===== src/rtl/pw_capture_sequencer_pkg.sv =====
// Shared FIFO command codes, field widths and state encoding for the
// front-end capture sequencer.
package pw_capture_sequencer_pkg;

   localparam int FE_FIFO_CMD_LEN  = 2;
   localparam int FE_FIFO_DATA_LEN = 8;
   localparam int FE_FIFO_STAT_LEN = 5;

   localparam logic [FE_FIFO_CMD_LEN-1:0] FE_FIFO_CMD_DATA = 2'd0;
   localparam logic [FE_FIFO_CMD_LEN-1:0] FE_FIFO_CMD_STAT = 2'd1;
   localparam logic [FE_FIFO_CMD_LEN-1:0] FE_FIFO_CMD_TIME = 2'd2;

   typedef enum logic [2:0] {
      S_IDLE       = 3'd0,
      S_WAIT_MATCH = 3'd1,
      S_CAPTURE    = 3'd2,
      S_PEND       = 3'd3,
      S_DONE       = 3'd4
   } cap_state_t;

   typedef struct packed {
      logic [FE_FIFO_CMD_LEN-1:0]  cmd;
      logic [FE_FIFO_DATA_LEN-1:0] data;
      logic [FE_FIFO_STAT_LEN-1:0] stat;
   } fe_entry_t;

endpackage


===== src/rtl/pw_capture_sequencer_if.sv =====
// Control, PHY sniff and FIFO command signals of the capture sequencer.
interface pw_capture_sequencer_if
   import pw_capture_sequencer_pkg::*;
#(
   parameter int pTIMESTAMP_FULL_WIDTH = 16,
   parameter int pCAPTURE_LEN_WIDTH    = 16
);
   logic                             arm_i;
   logic                             timestamps_disable_i;
   logic [pCAPTURE_LEN_WIDTH-1:0]    capture_len_i;
   logic                             match_i;
   logic                             fifo_full_i;
   logic [FE_FIFO_DATA_LEN-1:0]      usb_data_i;
   logic                             usb_data_valid_i;
   logic [FE_FIFO_STAT_LEN-1:0]      usb_stat_i;
   logic                             usb_stat_valid_i;

   logic [pTIMESTAMP_FULL_WIDTH-1:0] O_fe_capture_time;
   logic [FE_FIFO_DATA_LEN-1:0]      O_fe_capture_data;
   logic [FE_FIFO_STAT_LEN-1:0]      O_fe_capture_stat;
   logic [FE_FIFO_CMD_LEN-1:0]       O_fe_capture_cmd;
   logic                             O_fe_capture_data_wr;
   logic                             O_capturing;
   logic                             O_done;
   logic                             O_overflow;

   modport slave (
      input  arm_i, timestamps_disable_i, capture_len_i, match_i, fifo_full_i,
             usb_data_i, usb_data_valid_i, usb_stat_i, usb_stat_valid_i,
      output O_fe_capture_time, O_fe_capture_data, O_fe_capture_stat,
             O_fe_capture_cmd, O_fe_capture_data_wr, O_capturing, O_done, O_overflow
   );

   modport master (
      output arm_i, timestamps_disable_i, capture_len_i, match_i, fifo_full_i,
             usb_data_i, usb_data_valid_i, usb_stat_i, usb_stat_valid_i,
      input  O_fe_capture_time, O_fe_capture_data, O_fe_capture_stat,
             O_fe_capture_cmd, O_fe_capture_data_wr, O_capturing, O_done, O_overflow
   );

endinterface


===== src/rtl/pw_capture_sequencer_delta_timer.sv =====
// Saturating delta timer: counts cycles since the last FIFO entry.
module pw_delta_timer #(
   parameter int pTIMESTAMP_FULL_WIDTH  = 16,
   parameter int pTIMESTAMP_SHORT_WIDTH = 3
) (
   input  logic                             fe_clk,
   input  logic                             reset_i,
   input  logic                             clear,
   output logic [pTIMESTAMP_FULL_WIDTH-1:0] delta,
   output logic                             saturated,
   output logic                             fits_short
);

   logic [pTIMESTAMP_FULL_WIDTH-1:0] count_q;

   // delta already includes the current cycle, so an event one cycle after
   // the last entry reports 1
   assign delta      = (count_q == '1) ? count_q : count_q + 1'b1;
   assign saturated  = (delta == '1);
   assign fits_short = ((delta >> pTIMESTAMP_SHORT_WIDTH) == '0);

   always_ff @(posedge fe_clk or posedge reset_i) begin
      if (reset_i) begin
         count_q <= '0;
      end else if (clear) begin
         count_q <= '0;
      end else begin
         count_q <= delta;
      end
   end

endmodule


===== src/rtl/pw_capture_sequencer.sv =====
// Capture sequencer: waits for a pattern match, then formats sniffed bytes and
// status changes into timestamped DATA/STAT/TIME FIFO commands.
//
// state      | meaning
// S_IDLE     | disarmed, waiting for arm_i rising edge
// S_WAIT_MATCH | armed, waiting for match_i
// S_CAPTURE  | emitting entries, delta timer running
// S_PEND     | TIME entry written, held event goes out this cycle
// S_DONE     | capture length reached, waiting for arm_i low
module pw_capture_sequencer
   import pw_capture_sequencer_pkg::*;
#(
   parameter int pTIMESTAMP_FULL_WIDTH  = 16,
   parameter int pTIMESTAMP_SHORT_WIDTH = 3,
   parameter int pCAPTURE_LEN_WIDTH     = 16
) (
   input  logic                   fe_clk,
   input  logic                   reset_i,
   pw_capture_sequencer_if.slave  cap
);

   cap_state_t                       state_q, state_d;
   logic                             arm_q;
   logic [pCAPTURE_LEN_WIDTH-1:0]    byte_cnt_q, byte_cnt_d;
   fe_entry_t                        hold_q, hold_d;
   logic                             ovf_q, ovf_d;

   fe_entry_t                        ev_entry, emit_entry, out_q;
   logic                             ev_valid, emit, wr_q;
   logic [pTIMESTAMP_FULL_WIDTH-1:0] emit_time, time_q;

   logic                             delta_clr, delta_sat, delta_fits;
   logic [pTIMESTAMP_FULL_WIDTH-1:0] delta;

   pw_delta_timer #(
      .pTIMESTAMP_FULL_WIDTH  (pTIMESTAMP_FULL_WIDTH),
      .pTIMESTAMP_SHORT_WIDTH (pTIMESTAMP_SHORT_WIDTH)
   ) u_delta_timer (
      .fe_clk     (fe_clk),
      .reset_i    (reset_i),
      .clear      (delta_clr),
      .delta      (delta),
      .saturated  (delta_sat),
      .fits_short (delta_fits)
   );

   assign ev_valid = cap.usb_data_valid_i | cap.usb_stat_valid_i;

   always_comb begin
      ev_entry     = '0;
      ev_entry.cmd = cap.usb_data_valid_i ? FE_FIFO_CMD_DATA : FE_FIFO_CMD_STAT;
      if (cap.usb_data_valid_i) ev_entry.data = cap.usb_data_i;
      if (cap.usb_stat_valid_i) ev_entry.stat = cap.usb_stat_i;
   end

   always_comb begin
      state_d    = state_q;
      byte_cnt_d = byte_cnt_q;
      hold_d     = hold_q;
      ovf_d      = ovf_q;
      emit       = 1'b0;
      emit_entry = '0;
      emit_time  = '0;
      delta_clr  = 1'b1;

      if (!cap.arm_i) begin
         state_d = S_IDLE;
      end else begin
         case (state_q)
            S_IDLE: begin
               if (!arm_q) begin
                  state_d    = S_WAIT_MATCH;
                  ovf_d      = 1'b0;
                  byte_cnt_d = '0;
               end
            end
            S_WAIT_MATCH: begin
               if (cap.match_i) state_d = S_CAPTURE;
            end
            S_CAPTURE: begin
               delta_clr = cap.timestamps_disable_i;
               if (cap.timestamps_disable_i) begin
                  if (ev_valid) begin
                     emit       = 1'b1;
                     emit_entry = ev_entry;
                  end
               end else if (ev_valid && delta_fits) begin
                  emit       = 1'b1;
                  emit_entry = ev_entry;
                  emit_time  = delta;
                  delta_clr  = 1'b1;
               end else if (ev_valid) begin
                  emit           = 1'b1;
                  emit_entry.cmd = FE_FIFO_CMD_TIME;
                  emit_time      = delta;
                  hold_d         = ev_entry;
                  state_d        = S_PEND;
                  delta_clr      = 1'b1;
               end else if (delta_sat) begin
                  emit           = 1'b1;
                  emit_entry.cmd = FE_FIFO_CMD_TIME;
                  emit_time      = delta;
                  delta_clr      = 1'b1;
               end
            end
            S_PEND: begin
               emit       = 1'b1;
               emit_entry = hold_q;
               state_d    = S_CAPTURE;
               if (ev_valid) ovf_d = 1'b1;
            end
            S_DONE: begin
            end
            default: state_d = S_IDLE;
         endcase
      end

      // lost DATA entries still count so the length is in sniffed bytes
      if (emit && (emit_entry.cmd == FE_FIFO_CMD_DATA)) begin
         byte_cnt_d = byte_cnt_q + 1'b1;
         if ((cap.capture_len_i != '0) && (byte_cnt_d == cap.capture_len_i)) state_d = S_DONE;
      end
      if (emit && cap.fifo_full_i) ovf_d = 1'b1;
   end

   always_ff @(posedge fe_clk or posedge reset_i) begin
      if (reset_i) begin
         state_q    <= S_IDLE;
         arm_q      <= 1'b0;
         byte_cnt_q <= '0;
         hold_q     <= '0;
         ovf_q      <= 1'b0;
         wr_q       <= 1'b0;
         out_q      <= '0;
         time_q     <= '0;
      end else begin
         state_q    <= state_d;
         arm_q      <= cap.arm_i;
         byte_cnt_q <= byte_cnt_d;
         hold_q     <= hold_d;
         ovf_q      <= ovf_d;
         wr_q       <= emit & ~cap.fifo_full_i;
         if (emit && !cap.fifo_full_i) begin
            out_q  <= emit_entry;
            time_q <= emit_time;
         end else begin
            out_q  <= '0;
            time_q <= '0;
         end
      end
   end

   assign cap.O_fe_capture_data_wr = wr_q;
   assign cap.O_fe_capture_cmd     = out_q.cmd;
   assign cap.O_fe_capture_data    = out_q.data;
   assign cap.O_fe_capture_stat    = out_q.stat;
   assign cap.O_fe_capture_time    = time_q;
   assign cap.O_capturing          = (state_q == S_CAPTURE) || (state_q == S_PEND);
   assign cap.O_done               = (state_q == S_DONE);
   assign cap.O_overflow           = ovf_q;

endmodule


===== src/flat_wrapper.sv =====
// flat-port wrapper written by rule: the top's interface ports become plain ports
module pw_capture_sequencer_flat import pw_capture_sequencer_pkg::*;
#(
   parameter int pTIMESTAMP_FULL_WIDTH  = 16,
   parameter int pTIMESTAMP_SHORT_WIDTH = 3,
   parameter int pCAPTURE_LEN_WIDTH     = 16
)
  (fe_clk, reset_i, cap_arm_i, cap_timestamps_disable_i, cap_capture_len_i, cap_match_i, cap_fifo_full_i, cap_usb_data_i, cap_usb_data_valid_i, cap_usb_stat_i, cap_usb_stat_valid_i, cap_O_fe_capture_time, cap_O_fe_capture_data, cap_O_fe_capture_stat, cap_O_fe_capture_cmd, cap_O_fe_capture_data_wr, cap_O_capturing, cap_O_done, cap_O_overflow);
  pw_capture_sequencer_if #(.pTIMESTAMP_FULL_WIDTH(pTIMESTAMP_FULL_WIDTH), .pCAPTURE_LEN_WIDTH(pCAPTURE_LEN_WIDTH)) cap_i ();
  input  logic fe_clk;
  input  logic reset_i;
  input wire logic [$bits(cap_i.arm_i)-1:0] cap_arm_i;
  input wire logic [$bits(cap_i.timestamps_disable_i)-1:0] cap_timestamps_disable_i;
  input wire logic [$bits(cap_i.capture_len_i)-1:0] cap_capture_len_i;
  input wire logic [$bits(cap_i.match_i)-1:0] cap_match_i;
  input wire logic [$bits(cap_i.fifo_full_i)-1:0] cap_fifo_full_i;
  input wire logic [$bits(cap_i.usb_data_i)-1:0] cap_usb_data_i;
  input wire logic [$bits(cap_i.usb_data_valid_i)-1:0] cap_usb_data_valid_i;
  input wire logic [$bits(cap_i.usb_stat_i)-1:0] cap_usb_stat_i;
  input wire logic [$bits(cap_i.usb_stat_valid_i)-1:0] cap_usb_stat_valid_i;
  output wire logic [$bits(cap_i.O_fe_capture_time)-1:0] cap_O_fe_capture_time;
  output wire logic [$bits(cap_i.O_fe_capture_data)-1:0] cap_O_fe_capture_data;
  output wire logic [$bits(cap_i.O_fe_capture_stat)-1:0] cap_O_fe_capture_stat;
  output wire logic [$bits(cap_i.O_fe_capture_cmd)-1:0] cap_O_fe_capture_cmd;
  output wire logic [$bits(cap_i.O_fe_capture_data_wr)-1:0] cap_O_fe_capture_data_wr;
  output wire logic [$bits(cap_i.O_capturing)-1:0] cap_O_capturing;
  output wire logic [$bits(cap_i.O_done)-1:0] cap_O_done;
  output wire logic [$bits(cap_i.O_overflow)-1:0] cap_O_overflow;
  assign cap_i.arm_i = cap_arm_i;
  assign cap_i.timestamps_disable_i = cap_timestamps_disable_i;
  assign cap_i.capture_len_i = cap_capture_len_i;
  assign cap_i.match_i = cap_match_i;
  assign cap_i.fifo_full_i = cap_fifo_full_i;
  assign cap_i.usb_data_i = cap_usb_data_i;
  assign cap_i.usb_data_valid_i = cap_usb_data_valid_i;
  assign cap_i.usb_stat_i = cap_usb_stat_i;
  assign cap_i.usb_stat_valid_i = cap_usb_stat_valid_i;
  assign cap_O_fe_capture_time = cap_i.O_fe_capture_time;
  assign cap_O_fe_capture_data = cap_i.O_fe_capture_data;
  assign cap_O_fe_capture_stat = cap_i.O_fe_capture_stat;
  assign cap_O_fe_capture_cmd = cap_i.O_fe_capture_cmd;
  assign cap_O_fe_capture_data_wr = cap_i.O_fe_capture_data_wr;
  assign cap_O_capturing = cap_i.O_capturing;
  assign cap_O_done = cap_i.O_done;
  assign cap_O_overflow = cap_i.O_overflow;
  pw_capture_sequencer #(.pTIMESTAMP_FULL_WIDTH(pTIMESTAMP_FULL_WIDTH), .pTIMESTAMP_SHORT_WIDTH(pTIMESTAMP_SHORT_WIDTH), .pCAPTURE_LEN_WIDTH(pCAPTURE_LEN_WIDTH)) u_core (.fe_clk(fe_clk), .reset_i(reset_i), .cap(cap_i));
endmodule

===== config.mk =====
export PLATFORM = sky130hd
export DESIGN_NAME = pw_capture_sequencer_flat
export DESIGN_NICKNAME = d
export VERILOG_FILES = /design/src/rtl/pw_capture_sequencer_pkg.sv /design/src/rtl/pw_capture_sequencer_if.sv /design/src/rtl/pw_capture_sequencer_delta_timer.sv /design/src/rtl/pw_capture_sequencer.sv /design/src/flat_wrapper.sv
export SDC_FILE = /design/constraint.sdc
export NUM_CORES = 1
export LEC_CHECK = 0
export CORE_UTILIZATION = 39
export CTS_CLUSTER_SIZE = 16
export DETAILED_ROUTE_END_ITERATION = 10
export HOLD_SLACK_MARGIN = 0.08
export PLACE_DENSITY = 0.58
export SLEW_MARGIN = 10
export SYNTH_ARGS = -nofsm -noshare
export SYNTH_HDL_FRONTEND = slang
export SYNTH_SLANG_ARGS = --single-unit

===== constraint.sdc =====
create_clock -name fe_clk -period 5.72 [get_ports fe_clk]
set_input_delay 0.858 -clock fe_clk [delete_from_list [all_inputs] [get_ports fe_clk]]
set_output_delay 0.858 -clock fe_clk [all_outputs]
set_load 0.1 [all_outputs]

# Word level (Yosys, flattened, before mapping)
# Cells that the tools add are included.
# word_totals
ff_bits	84
out_inout_bits	35
word_cells	97
in_bits	37
# op_classes
bitwise	5
reduce_logical	18
muxes	49
eq_ne	10
addsub	2
# ops
op	count
$mux W16	13
$mux W15	4
$add A16 B1 Y16 const B	2
$eq A16 B16 Y1 const B	2
$pmux W15 S2	1
$mux W3	8
$eq A16 B16 Y1	1
$logic_not A16 Y1	1
$reduce_bool A16 Y1	1
$pmux W3 S5	1
$mux W1	14
$mux W13	1
$mux W8	1
$eq A3 B2 Y1 const B	2
$mux W2	3
$reduce_bool A2 Y1	3
$logic_and A1 B1 Y1	5
$mux W5	1
$reduce_and A5 Y1	1
$pmux W1 S2	2
$reduce_and A4 Y1	1
$eq A3 B1 Y1 const B	1
$eq A3 B3 Y1 const B	1
$logic_not A3 Y1	1
other kinds (11)	13

# Logic depth before layout (Yosys ltp)
# logic_depth
depth_word	13
mapped_depth	12

# Cells and area by module
# From an unflattened synthesis, not the netlist that was laid out.
# hier_totals
hier_cells	490
area_unflattened_um2	4570.6
# modules_own_cells
module	area_each_um2	seq_area_each_um2	instances	cells_per_inst
pw_capture_sequencer	3358.2	1676.6	1	350
pw_delta_timer	1212.4	400.4	1	140

# Worst setup path after synthesis
# Ideal clock, no wire load.
# synth_timing
path_type	register to output
startpoint	reg u_core.state_q[0]
endpoint	out cap_O_done
slack_ns	2.028
t_arrival_ns	2.834
required_ns	4.862
n_path_buf	1
path_stages_with_launch	3
cell_sequence	dfrtp_1 > clkbuf_1 > nor3b_1
# synth_between
elab_chain_cells	1
# synth_rtl
element	line_no	rtl
from (decl)	pw_capture_sequencer.sv:22	cap_state_t state_q, state_d;
from (signal assigned)	pw_capture_sequencer.sv:137	state_q <= state_d;
$eq A3 B3 Y1	pw_capture_sequencer.sv:159	assign cap.O_done = (state_q == S_DONE);
to (decl)	flat_wrapper.sv:27	output wire logic [$bits(cap_i.O_done)-1:0] cap_O_done;
# No other way between the ends.

# Worst setup path in the final report
# layout_timing
startpoint	reg u_core.u_delta_timer.count_q[4]
endpoint	reg u_core.byte_cnt_q[10]
# layout_between
elab_chain_cells	13
elab_cells_between_ends	25
# layout_rtl
element	line_no	rtl
from (decl)	pw_capture_sequencer_delta_timer.sv:14	logic [pTIMESTAMP_FULL_WIDTH-1:0] count_q;
from (signal assigned)	pw_capture_sequencer_delta_timer.sv:28	count_q <= delta;
$add A16 B1 Y16 or $eq A16 B16 Y1 (tied branches)	pw_capture_sequencer_delta_timer.sv:18	assign delta = (count_q == '1) ? count_q : count_q + 1'b1;
$mux W16 (*)	pw_capture_sequencer_delta_timer.sv:18	
$eq A16 B16 Y1	pw_capture_sequencer_delta_timer.sv:19	assign saturated = (delta == '1);
$mux W2	pw_capture_sequencer.sv:99	end else if (delta_sat) begin
$mux W2	pw_capture_sequencer.sv:92	end else if (ev_valid) begin
$mux W2	pw_capture_sequencer.sv:87	end else if (ev_valid && delta_fits) begin
$mux W15	pw_capture_sequencer.sv:82	if (cap.timestamps_disable_i) begin
$pmux W15 S2	pw_capture_sequencer.sv:69	case (state_q)
$mux W15	pw_capture_sequencer.sv:66	if (!cap.arm_i) begin
$logic_not A2 Y1	pw_capture_sequencer.sv:119	if (emit && (emit_entry.cmd == FE_FIFO_CMD_DATA)) begin
$logic_and A1 B1 Y1 (*)	pw_capture_sequencer.sv:119	
$ne A2 B2 Y1 (no line) or $reduce_bool A2 Y1 (tied branches)	--	
$reduce_and A3 Y1 (no line)	--	
to (signal assigned)	pw_capture_sequencer.sv:139	byte_cnt_q <= byte_cnt_d;
to (decl)	pw_capture_sequencer.sv:24	logic [pCAPTURE_LEN_WIDTH-1:0] byte_cnt_q, byte_cnt_d;
# Mark *: on every way between the ends. The rest lies on a longest branch, timed or not.
# A chain may end at the register's enable or synchronous reset.

==> flow_summary_export.csv <==
group,metric,value,unit
outcome,status,"finished clean",
floorplan,dieArea,12000,um2
worst_setup_path,path_delay_family,"simple AND/OR/NAND/NOR gates",
floorplan,die_h,109,um
timing,min_period_over_period,71.2,%
grt,grt_overflow,0,
finish,area_growth,24.1,%
clock_network,ctsResizeCount,0,
timing,finClkSkew,0.00863,ns
grt,grtUsageMet2,31.0,%
clock_network,root_buffer,"clkbuf_16",
clock_network,clockBufferDepth,2,
detailed_routing,via_count,3872,
synthesis,yosysUniqueCellTypes,65,
clock_network,path_clk_slew,0.06,ns
grt,grt_pass1_vias,3703,
finish,num_antenna_cells,0,
detailed_routing,dr.pass1.iters,5,
worst_setup_path,worstPathRequired,5.94,ns
clock_network,insertion_delay,0.34,ns
timing,setup_viol,0,
synthesis,synth_top_family_by_area,"simple AND/OR/NAND/NOR gates",
synthesis,async_flop_share,100,%
power_and_ir_drop,finalPower,1.42,mW
timing,tns,0,ns
floorplan,row_count,38,
worst_setup_path,reg2reg_slack,1.65,ns
clock_network,cts_hold_buffers,0,
worst_setup_path,crit_arrival,4.30,ns
synthesis,synth_seq_cells,83,
place,dp_hpwl,8090,um
worst_setup_path,crit_chain,"nand4_2, nor4_1, mux2i_1, o211ai_1, nor4_2, nor2_1, a21boi_1, nand2_2, a221o_1",
clock_network,cts_tree,"done",
grt,use_met1,29.8,%
finish,final_util,50.6,%
finish,n_fill_cell,1030,
synthesis,synth_most_common_cell,"dfrtp_1",
synthesis,synth_common_cells,"83 x dfrtp_1, 67 x nor2_1, 25 x nand2_1, 24 x nor3_1, 18 x xnor2_1",
worst_setup_path,worstReg2RegEnd,"u_core.byte_cnt_q[10]",
synthesis,syn_nets,502,
finish,num-nets-final,554,
job,max_cap_viol_count,0,
grt,grt_pass1_wl,19000,um
power_and_ir_drop,irDropWorstVdd,0.149,mV
synthesis,synth.avg_cell_area,9.72,um2
floorplan,pin_count,72,
timing,maxSlewViolCount,0,
timing,fin_crit,4.07,ns
worst_setup_path,critPathMaxFanout,17,
grt,antenna_found_initial,0,
floorplan,start_util,40.8,%
synthesis,synth_compound_area_share,18.7,%
worst_setup_path,reg2reg_depth,9,
worst_setup_path,max_stage_delay,0.55,ns
worst_setup_path,cp-start-kind,"flop",
clock_network,post_cts_buffers,0,
power_and_ir_drop,cellLeakagePower,2.26,nW
clock_network,cts_buffers,9,
detailed_routing,drcViolationCount,0,
timing,clock.fmax,245,MHz
worst_setup_path,cp_num_buf_inv,0,
floorplan,core-area,11000,um2
detailed_routing,first_iter_violations,204,
worst_setup_path,worst_path_max_delay_cell,"dfrtp_1",
power_and_ir_drop,p_per_area,253,nW/um2
detailed_routing,routed_via_density,5.87,
synthesis,seq_area_frac_synth,46.2,%
worst_setup_path,cp-end-kind,"flop",
place,port_buffers,71,
worst_setup_path,crit_type,"flop to flop",
grt,grt_usage,20.7,%
synthesis,synth-main-ff-cell,"dfrtp_1",
timing,tightest_slew,1.14,ns
detailed_routing,wire_per_inst,17.6,um
synthesis,netlist_instances,463,
worst_hold_path,whs_path_depth,1,
synthesis,synth_xor_area_share,5.84,%
worst_hold_path,hold_end,"u_core.cap.O_overflow",
synthesis,synthSimpleGateAreaFrac,22.9,%
grt,use_met3,4.21,%
synthesis,synth.area.top_cells,"dfrtp_1 46%, nor2_1 5.6%, xnor2_1 3.5%, a32o_1 2.9%, a32oi_1 2.7%",
clock_network,clock_sinks,83,
worst_hold_path,hp-class,"flop to flop",
timing,slew_headroom,23.8,%
synthesis,synth_edf_count,0,
synthesis,synth_top_area_share,46.2,%
timing,rsz0062_at_grt,"false",
worst_setup_path,startpoint,"u_core.u_delta_timer.count_q[4]",
worst_setup_path,r2r_start,"u_core.u_delta_timer.count_q[4]",
synthesis,yosysTopAreaCell,"dfrtp_1",
worst_hold_path,min_from,"u_core.cap.O_overflow",
clock_network,cts_max_level,3,
floorplan,die_w,109,um
synthesis,muxShareOfSynthArea,1.36,%
synthesis,yosys_warnings,0,
grt,grt_busiest_layer,"met2",
finish,drive_gt1_share,7.88,%
grt,grt_max_degree,45,
synthesis,synth-adder-area-share,0.556,%
place,gp_congestion,0.826,
synthesis,netlist_area,4500,um2
detailed_routing,antenna_left,0,
timing,hold_viol,0,
detailed_routing,wl,11600,um
==> layout by cell type (no fill, tap or decap), drive strengths merged, types with 3 or more instances in the layout <==
master         count
nand2b             4
nand4             14
dfrtp             83
a32o              13
bufinv             3
clkdlybuf4s50     71
o21ai             16
a31oi              5
a21o               6
a221o             11
xor2              12
o211ai             3
a211oi             4
nor2              68
a21oi              8
a32oi             14
and4               4
mux2i              5
xnor2             18
and3               5
inv                8
nor4              18
a211o              3
nand3             14
or2                7
buf                3
clkbuf            12
nor3              25
nand2             27
==> routing by layer <==
layer / vias to the layer above / share of wire, %
met5: - / 0
met4: 0 / 1.1
met3: 8 / 6.0
met2: 131 / 45
met1: 1903 / 48
li1: 1830 / -
==> worst max path at each step <==
stage | end | slack (ns) | cells after the start
after detailed placement | u_core.hold_q[10] | 1.43 | 8
after global placement | u_core.hold_q[9] | 1.61 | 8
after global routing | u_core.byte_cnt_q[8] | 1.29 | 9
final | u_core.byte_cnt_q[10] | 1.65 | 9
after floorplan | cap_O_done | 2.03 | 2
after CTS | u_core.byte_cnt_q[8] | 1.68 | 9
==> flip-flops by register name, indices dropped and copies added (netlist names) <==
| register | count |
|---|---|
| u_core.arm_q | 1 |
| u_core.byte_cnt_q | 16 |
| u_core.cap.O_fe_capture_cmd | 2 |
| u_core.cap.O_fe_capture_data | 8 |
| u_core.cap.O_fe_capture_data_wr | 1 |
| u_core.cap.O_fe_capture_stat | 5 |
| u_core.cap.O_fe_capture_time | 16 |
| u_core.cap.O_overflow | 1 |
| u_core.hold_q | 14 |
| u_core.state_q | 3 |
| u_core.u_delta_timer.count_q | 16 |
==> logic make-up after synthesis <==
| group | after synthesis |
|---|---|
| adders and majority gates | 2 |
| DFF | 83 |
| xor gates and xnor gates | 30 |
| AOI/OAI and AO/OA | 103 |
| buffers and inverters | 42 |
| muxes | 6 |
| and+or+nand+nor | 197 |
==> metrics by stage <==
stage	cells	hold WS [ns]	cell area, um2	setup slack, ns
finish	660	0.490	5590	1.65
global route	660	0.519	5590	1.29
CTS	660	0.496	5590	1.68
detailed placement	644	0.482	5240	1.43
global placement	644	0.477	5240	1.61
floorplan	463	0.466	4500	2.03
==> where the power goes <==
group	switching, mW	internal (mW)
registers	0.0135	0.603
logic	0.0753	0.0549
clock network	0.231	0.439
==> cell type report <==
type / instances / area [um2] / area share [%]
Timing Repair Buffer: 74 / 733 / 13.1
Sequential cell: 83 / 2080 / 37.2
Multi-Input combinational cell: 338 / 2220 / 39.8
Tap cell: 140 / 175 / 3.14
Clock inverter: 4 / 97.6 / 1.75
Inverter: 9 / 35.0 / 0.627
Clock buffer: 12 / 246 / 4.41
Note: power is estimated with default switching activity, not from simulation.
